File: config.mk
export PLATFORM = sky130hd
export DESIGN_NAME = coef_ram_seq_flat
export DESIGN_NICKNAME = d
export VERILOG_FILES = /design/src/rtl/coef_ram_seq_if.sv /design/src/rtl/coef_ram_seq.sv /design/src/flat_wrapper.sv
export SDC_FILE = /design/constraint.sdc
export NUM_CORES = 1
export LEC_CHECK = 0
export ABC_AREA = 0
export CAP_MARGIN = 20
export CORE_AREA = 5 5 63 76
export CTS_BUF_LIST = sky130_fd_sc_hd__clkbuf_8
export DETAILED_ROUTE_END_ITERATION = 6
export DIE_AREA = 0 0 68 81
export PLACE_DENSITY = 0.91
export SYNTH_ARGS = -nofsm -noshare
export SYNTH_HDL_FRONTEND = slang
export SYNTH_SLANG_ARGS = --single-unit
File: constraint.sdc
create_clock -name iClk12M -period 4.1 [get_ports iClk12M]
set_input_delay 1.025 -clock iClk12M [delete_from_list [all_inputs] [get_ports iClk12M]]
set_output_delay 1.025 -clock iClk12M [all_outputs]
set_load 0.005 [all_outputs]
File: src/rtl/coef_ram_seq_if.sv
// Coefficient RAM sequencer bus bundle.
// Load handshake, sample trigger, SRAM port and coefficient stream.
interface coef_ram_seq_if #(
  parameter int DW = 16,
  parameter int AW = 4
);
  logic          iLoadStart;
  logic          iLoadValid;
  logic [DW-1:0] iLoadData;
  logic          oLoadReady;
  logic          iSampleValid;
  logic          oCsnRam;
  logic          oWrnRam;
  logic [AW-1:0] oAddrRam;
  logic [DW-1:0] oWtDtRam;
  logic [DW-1:0] iRdDtRam;
  logic [DW-1:0] oCoef;
  logic          oCoefValid;
  logic [AW-1:0] oCoefIdx;
  logic          oCoefLast;
  logic          oLoadDone;
  logic          oSampleDrop;
  logic          oBusy;

  modport master (
    output iLoadStart, iLoadValid, iLoadData,
    output iSampleValid, iRdDtRam,
    input  oLoadReady, oCsnRam, oWrnRam,
    input  oAddrRam, oWtDtRam, oCoef,
    input  oCoefValid, oCoefIdx, oCoefLast,
    input  oLoadDone, oSampleDrop, oBusy
  );

  modport slave (
    input  iLoadStart, iLoadValid, iLoadData,
    input  iSampleValid, iRdDtRam,
    output oLoadReady, oCsnRam, oWrnRam,
    output oAddrRam, oWtDtRam, oCoef,
    output oCoefValid, oCoefIdx, oCoefLast,
    output oLoadDone, oSampleDrop, oBusy
  );
endinterface

File: src/rtl/coef_ram_seq.sv
// FIR coefficient SRAM sequencer: loads DEPTH words,
// then streams them out once per accepted sample request.
module coef_ram_seq #(
  parameter int DEPTH = 10,
  parameter int DW    = 16,
  parameter int AW    = 4
) (
  input  logic          iClk12M,
  input  logic          iRst,
  coef_ram_seq_if.slave bus
);

  localparam logic [AW-1:0] LAST = AW'(DEPTH - 1);

  typedef enum logic [1:0] {
    IDLE, LOAD, READ, FLUSH
  } state_e;

  state_e        state_q, state_d;
  logic [AW-1:0] cnt_q, cnt_d;
  logic          loaded_q, loaded_d;
  logic          done_q, done_d;
  logic          drop_q, drop_d;
  logic          pend_q, pend_d;
  logic [AW-1:0] pidx_q, pidx_d;
  logic [DW-1:0] coef_q, coef_d;
  logic          cval_q, cval_d;
  logic [AW-1:0] cidx_q, cidx_d;
  logic          clast_q, clast_d;

  logic          csn, wrn, lready;
  logic [AW-1:0] addr;
  logic [DW-1:0] wdata;

  // Next state, SRAM strobes and pulse requests
  always_comb begin
    state_d  = state_q;
    cnt_d    = cnt_q;
    loaded_d = loaded_q;
    done_d   = 1'b0;
    drop_d   = 1'b0;
    pend_d   = 1'b0;
    pidx_d   = cnt_q;
    csn      = 1'b1;
    wrn      = 1'b1;
    addr     = '0;
    wdata    = '0;
    lready   = 1'b0;
    if (iRst) begin
      state_d  = IDLE;
      cnt_d    = '0;
      loaded_d = 1'b0;
    end else begin
      case (state_q)
        IDLE: begin
          if (bus.iLoadStart) begin
            state_d = LOAD;
            cnt_d   = '0;
            drop_d  = bus.iSampleValid;
          end else if (bus.iSampleValid) begin
            if (loaded_q) begin
              state_d = READ;
              cnt_d   = '0;
            end else begin
              drop_d = 1'b1;
            end
          end
        end
        LOAD: begin
          lready = 1'b1;
          drop_d = bus.iSampleValid;
          if (bus.iLoadValid) begin
            csn   = 1'b0;
            wrn   = 1'b0;
            addr  = cnt_q;
            wdata = bus.iLoadData;
            if (cnt_q == LAST) begin
              state_d  = IDLE;
              cnt_d    = '0;
              done_d   = 1'b1;
              loaded_d = 1'b1;
            end else begin
              cnt_d = cnt_q + AW'(1);
            end
          end
        end
        READ: begin
          csn    = 1'b0;
          addr   = cnt_q;
          pend_d = 1'b1;
          drop_d = bus.iSampleValid;
          if (cnt_q == LAST) begin
            state_d = FLUSH;
            cnt_d   = '0;
          end else begin
            cnt_d = cnt_q + AW'(1);
          end
        end
        FLUSH: begin
          drop_d  = bus.iSampleValid;
          state_d = IDLE;
        end
        default: state_d = IDLE;
      endcase
    end
  end

  // Output register fed by SRAM read data one cycle after the address
  always_comb begin
    coef_d  = coef_q;
    cidx_d  = cidx_q;
    cval_d  = pend_q;
    clast_d = 1'b0;
    if (pend_q) begin
      coef_d  = bus.iRdDtRam;
      cidx_d  = pidx_q;
      clast_d = (pidx_q == LAST);
    end
  end

  // State and pipeline registers
  always_ff @(posedge iClk12M) begin
    if (iRst) begin
      state_q  <= IDLE;
      cnt_q    <= '0;
      loaded_q <= 1'b0;
      done_q   <= 1'b0;
      drop_q   <= 1'b0;
      pend_q   <= 1'b0;
      pidx_q   <= '0;
      coef_q   <= '0;
      cval_q   <= 1'b0;
      cidx_q   <= '0;
      clast_q  <= 1'b0;
    end else begin
      state_q  <= state_d;
      cnt_q    <= cnt_d;
      loaded_q <= loaded_d;
      done_q   <= done_d;
      drop_q   <= drop_d;
      pend_q   <= pend_d;
      pidx_q   <= pidx_d;
      coef_q   <= coef_d;
      cval_q   <= cval_d;
      cidx_q   <= cidx_d;
      clast_q  <= clast_d;
    end
  end

  assign bus.oCsnRam     = csn;
  assign bus.oWrnRam     = wrn;
  assign bus.oAddrRam    = addr;
  assign bus.oWtDtRam    = wdata;
  assign bus.oLoadReady  = lready;
  assign bus.oCoef       = coef_q;
  assign bus.oCoefValid  = cval_q;
  assign bus.oCoefIdx    = cidx_q;
  assign bus.oCoefLast   = clast_q;
  assign bus.oLoadDone   = done_q;
  assign bus.oSampleDrop = drop_q;
  assign bus.oBusy       = (state_q != IDLE);

endmodule

File: src/flat_wrapper.sv
// flat-port wrapper written by rule: the top's interface ports become plain ports
module coef_ram_seq_flat 
#(
  parameter int DEPTH = 10,
  parameter int DW    = 16,
  parameter int AW    = 4
)
  (iClk12M, iRst, bus_iLoadStart, bus_iLoadValid, bus_iLoadData, bus_iSampleValid, bus_iRdDtRam, bus_oLoadReady, bus_oCsnRam, bus_oWrnRam, bus_oAddrRam, bus_oWtDtRam, bus_oCoef, bus_oCoefValid, bus_oCoefIdx, bus_oCoefLast, bus_oLoadDone, bus_oSampleDrop, bus_oBusy);
  coef_ram_seq_if #(.DW(DW), .AW(AW)) bus_i ();
  input  logic iClk12M;
  input  logic iRst;
  input wire logic [$bits(bus_i.iLoadStart)-1:0] bus_iLoadStart;
  input wire logic [$bits(bus_i.iLoadValid)-1:0] bus_iLoadValid;
  input wire logic [$bits(bus_i.iLoadData)-1:0] bus_iLoadData;
  input wire logic [$bits(bus_i.iSampleValid)-1:0] bus_iSampleValid;
  input wire logic [$bits(bus_i.iRdDtRam)-1:0] bus_iRdDtRam;
  output wire logic [$bits(bus_i.oLoadReady)-1:0] bus_oLoadReady;
  output wire logic [$bits(bus_i.oCsnRam)-1:0] bus_oCsnRam;
  output wire logic [$bits(bus_i.oWrnRam)-1:0] bus_oWrnRam;
  output wire logic [$bits(bus_i.oAddrRam)-1:0] bus_oAddrRam;
  output wire logic [$bits(bus_i.oWtDtRam)-1:0] bus_oWtDtRam;
  output wire logic [$bits(bus_i.oCoef)-1:0] bus_oCoef;
  output wire logic [$bits(bus_i.oCoefValid)-1:0] bus_oCoefValid;
  output wire logic [$bits(bus_i.oCoefIdx)-1:0] bus_oCoefIdx;
  output wire logic [$bits(bus_i.oCoefLast)-1:0] bus_oCoefLast;
  output wire logic [$bits(bus_i.oLoadDone)-1:0] bus_oLoadDone;
  output wire logic [$bits(bus_i.oSampleDrop)-1:0] bus_oSampleDrop;
  output wire logic [$bits(bus_i.oBusy)-1:0] bus_oBusy;
  assign bus_i.iLoadStart = bus_iLoadStart;
  assign bus_i.iLoadValid = bus_iLoadValid;
  assign bus_i.iLoadData = bus_iLoadData;
  assign bus_i.iSampleValid = bus_iSampleValid;
  assign bus_i.iRdDtRam = bus_iRdDtRam;
  assign bus_oLoadReady = bus_i.oLoadReady;
  assign bus_oCsnRam = bus_i.oCsnRam;
  assign bus_oWrnRam = bus_i.oWrnRam;
  assign bus_oAddrRam = bus_i.oAddrRam;
  assign bus_oWtDtRam = bus_i.oWtDtRam;
  assign bus_oCoef = bus_i.oCoef;
  assign bus_oCoefValid = bus_i.oCoefValid;
  assign bus_oCoefIdx = bus_i.oCoefIdx;
  assign bus_oCoefLast = bus_i.oCoefLast;
  assign bus_oLoadDone = bus_i.oLoadDone;
  assign bus_oSampleDrop = bus_i.oSampleDrop;
  assign bus_oBusy = bus_i.oBusy;
  coef_ram_seq #(.DEPTH(DEPTH), .DW(DW), .AW(AW)) u_core (.iClk12M(iClk12M), .iRst(iRst), .bus(bus_i));
endmodule
==> metrics.cfg <==
[power]
clock_power_share_pct = 23.7
switching_power_w = 0.000395
leakagePower_nw = 1.10
seqPwrFrac_pct = 34.8
p_sw_share_pct = 31.6
power_density_nw_per_um2 = 461
power.internal_w = 0.000855
power_frac_comb_pct = 41.5
peakVddDrop_v = 0.000219

[sta]
fin_setup_tns_ns = 0
setup_viol = 0
fmax_ghz = 0.275
fin_ws_ns = 0.465
finClkSkew_ns = 0.00800
finalCriticalPeriod_ns = 3.64
rsz0062_at_grt = false
finalMaxSlewViolations = 0
min_period_over_period_pct = 88.7
finalHoldViolations = 0
worstMarginPinSlew_ns = 0.470
relSlewSlack_pct = 68.6

[grt]
use_met2_pct = 28.9
grt_util_all_layers_pct = 16.4
antenna_found_initial = 0
grt_start_max_net_pins = 22
overflow = 0
grt_pass1_wl_um = 6830
grtUsageMet3_pct = 7.75
grt_pass1_vias = 1543
met1_usage_pct = 16.1
top_usage_layer = met2

[detailed_routing]
drcViolationCount = 0
ant_nets = 0
drtIter0Drc = 63
totalWireLength_um = 4250
post_drt_wl_per_cell_um = 13.5
detail_route.vias_per_cell = 4.77
num_vias = 1502
drt-pass1-iter-count = 2

[worst_setup_path]
worst_ep_required_time_ns = 3.07
path_delay_family = buffers and inverters
crit_path_top_delay_cell = clkdlybuf4s50_1
worst-path-buf-inv = 4
path_class = in -> out
cp-start-kind = primary input
end_kind = output port
cpPeakStageDelay_ns = 0.51
critPathArrivalTime_ns = 2.61
cp_cell_sequence = clkdlybuf4s50_1, buf_4, nor2b_2, buf_4, and3_1, clkdlybuf4s50_1
cp_max_fo = 18

[clock_tree]
holdBufCountCts = 0
post_cts_buffers = 0
cts.sinks = 36
clk_latency_ns = 0.28
cts_tree = done
ctsResizeCount = 0
cts_buffers = 5
cts.path.max_buffers = 2
root_buffer = clkbuf_8
cts.clk_slew.worst_paths_ns = 0.07
htree_levels = 2

[yosys]
ys_warn_count = 0
synth_nets = 218
ys_seq_elements = 36
synth-edff-count = 0
async_flop_share_pct = 0
syn-instance-count = 172
synthesis.area_um2 = 1670
avgSynthCellArea_um2 = 9.72
yosysSeqAreaShare_pct = 43.1
synth_ff_type = dfxtp_1
netlist-cell-type-count = 36

[floorplanning]
rows = 25
fp.dieW_um = 68
start_util_pct = 42.8
die_area_um2 = 5510
die_h_um = 81
core_area_um2 = 3910
ios = 85

[cells_and_area]
area_growth_pct = 62.4
antenna-diode-count = 0
drive_above_1_share_pct = 9.20
multi_input_area_um2 = 878
fin_nets = 306
register_area_um2 = 721
final_util_pct = 69.4
num-fill-cells = 306

[placement]
dp_worst_setup_slack_ns = 0.460
post-dp-hpwl_um = 3390
port_buffers = 84
finalWeightedCongestion = 0.805

[run]
drv_cap = 0

[status]
outcome = complete, no violations

[min_path]
min_path_type = reg -> reg

[worst paths after layout]
kind,end,start,cells past startpoint,slack (ns)
max,bus_oWtDtRam[11],iRst,6,0.46
min,u_core.bus.oCoefLast$_SDFF_PP0_,u_core.pidx_q[2]$_SDFF_PP0_,1,0.44
max reg2reg,u_core.cnt_q[3]$_SDFFE_PP0P_,u_core.state_q[0]$_SDFFE_PP0P_,6,2.26
min reg2reg,u_core.bus.oCoefLast$_SDFF_PP0_,u_core.pidx_q[2]$_SDFF_PP0_,1,0.44
[cell usage after synthesis (2+ instances only)]
cell type,number,area (µm²)
nand2_1,7,26.3
nor2b_2,3,26.3
and3_1,16,100
a21oi_1,3,15.0
nor2b_1,4,25.0
clkbuf_1,4,15.0
nand2b_1,2,12.5
dfxtp_1,36,721
mux2i_1,23,230
inv_1,9,33.8
nor2_1,29,109
ha_1,9,113
buf_2,4,20.0
[cells by family (layout without fill, tap and decap cells)]
group | count (synthesis) | after routing | share of synthesized area [%]
AND/OR/NAND/NOR | 71 | 71 | 22.9
buffers and inverters | 18 | 107 | 4.34
multiplexers | 23 | 23 | 13.8
AO/OA/AOI/OAI | 14 | 14 | 8.61
flip-flops | 36 | 36 | 43.1
adder cells (fa/ha/maj) | 9 | 9 | 6.74
XOR/XNOR | 1 | 1 | 0.524
[area by class of cell]
type	count	area share, %
Tap cell	54	2.49
Clock buffer	5	2.54
Multi-Input combinational cell	118	32.4
Sequential cell	36	26.6
Timing Repair Buffer	90	33.4
Inverter	9	1.24
Clock inverter	3	1.43
[placed cells by master, fill, tap and decap left out, drive strengths merged, types with 2 or more instances in the layout]
cell type / n
clkbuf: 5
o31ai: 2
nand2: 8
a21oi: 3
a211oi: 2
clkdlybuf4s50: 84
nor2: 29
inv: 10
buf: 6
ha: 9
dfxtp: 36
and3: 16
nand2b: 2
nor2b: 7
mux2i: 23
nand3: 2
or2: 2
[flip-flops by register name, indices dropped and copies added (netlist names)]
signal	flops
u_core.bus.oSampleDrop	1
u_core.pidx_q	4
u_core.bus.oCoef	16
u_core.bus.oCoefLast	1
u_core.bus.oLoadDone	1
u_core.cval_d	1
u_core.bus.oCoefValid	1
u_core.loaded_q	1
u_core.state_q	2
u_core.cnt_q	4
u_core.bus.oCoefIdx	4
[power by group through the flow]
stage	registers (W)	clock network [W]	logic [W]
2_1_floorplan	0.000429	0	0.000335
3_3_place_gp	0.000450	0	0.000488
6_report	0.000435	0.000296	0.000519
4_1_cts	0.000446	0.000306	0.000504
5_1_grt	0.000440	0.000320	0.000568
3_5_place_dp	0.000453	0	0.000502
[routing by layer]
| metal | part of all wire [%] | routed length [µm] |
|---|---|---|
| met1 | 36 | 1530 |
| met2 | 49 | 2080 |
| met3 | 13 | 573 |
| met4 | 1.6 | 69 |
| met5 | 0 | 0 |
[metrics by stage]
| step | cells | instance area [µm²] | total power (W) | hold WS, ns |
|---|---|---|---|---|
| 4_1_cts | 314 | 2690 | 0.00126 | 0.446 |
| 6_report | 315 | 2710 | 0.00125 | 0.444 |
| 3_3_place_gp | 306 | 2580 | 0.000937 | 0.415 |
| 5_1_grt | 315 | 2710 | 0.00133 | 0.473 |
| 3_5_place_dp | 306 | 2580 | 0.000955 | 0.426 |
| 2_1_floorplan | 172 | 1670 | 0.000764 | 0.398 |
No activity file was read; power rests on OpenSTA's default activity.
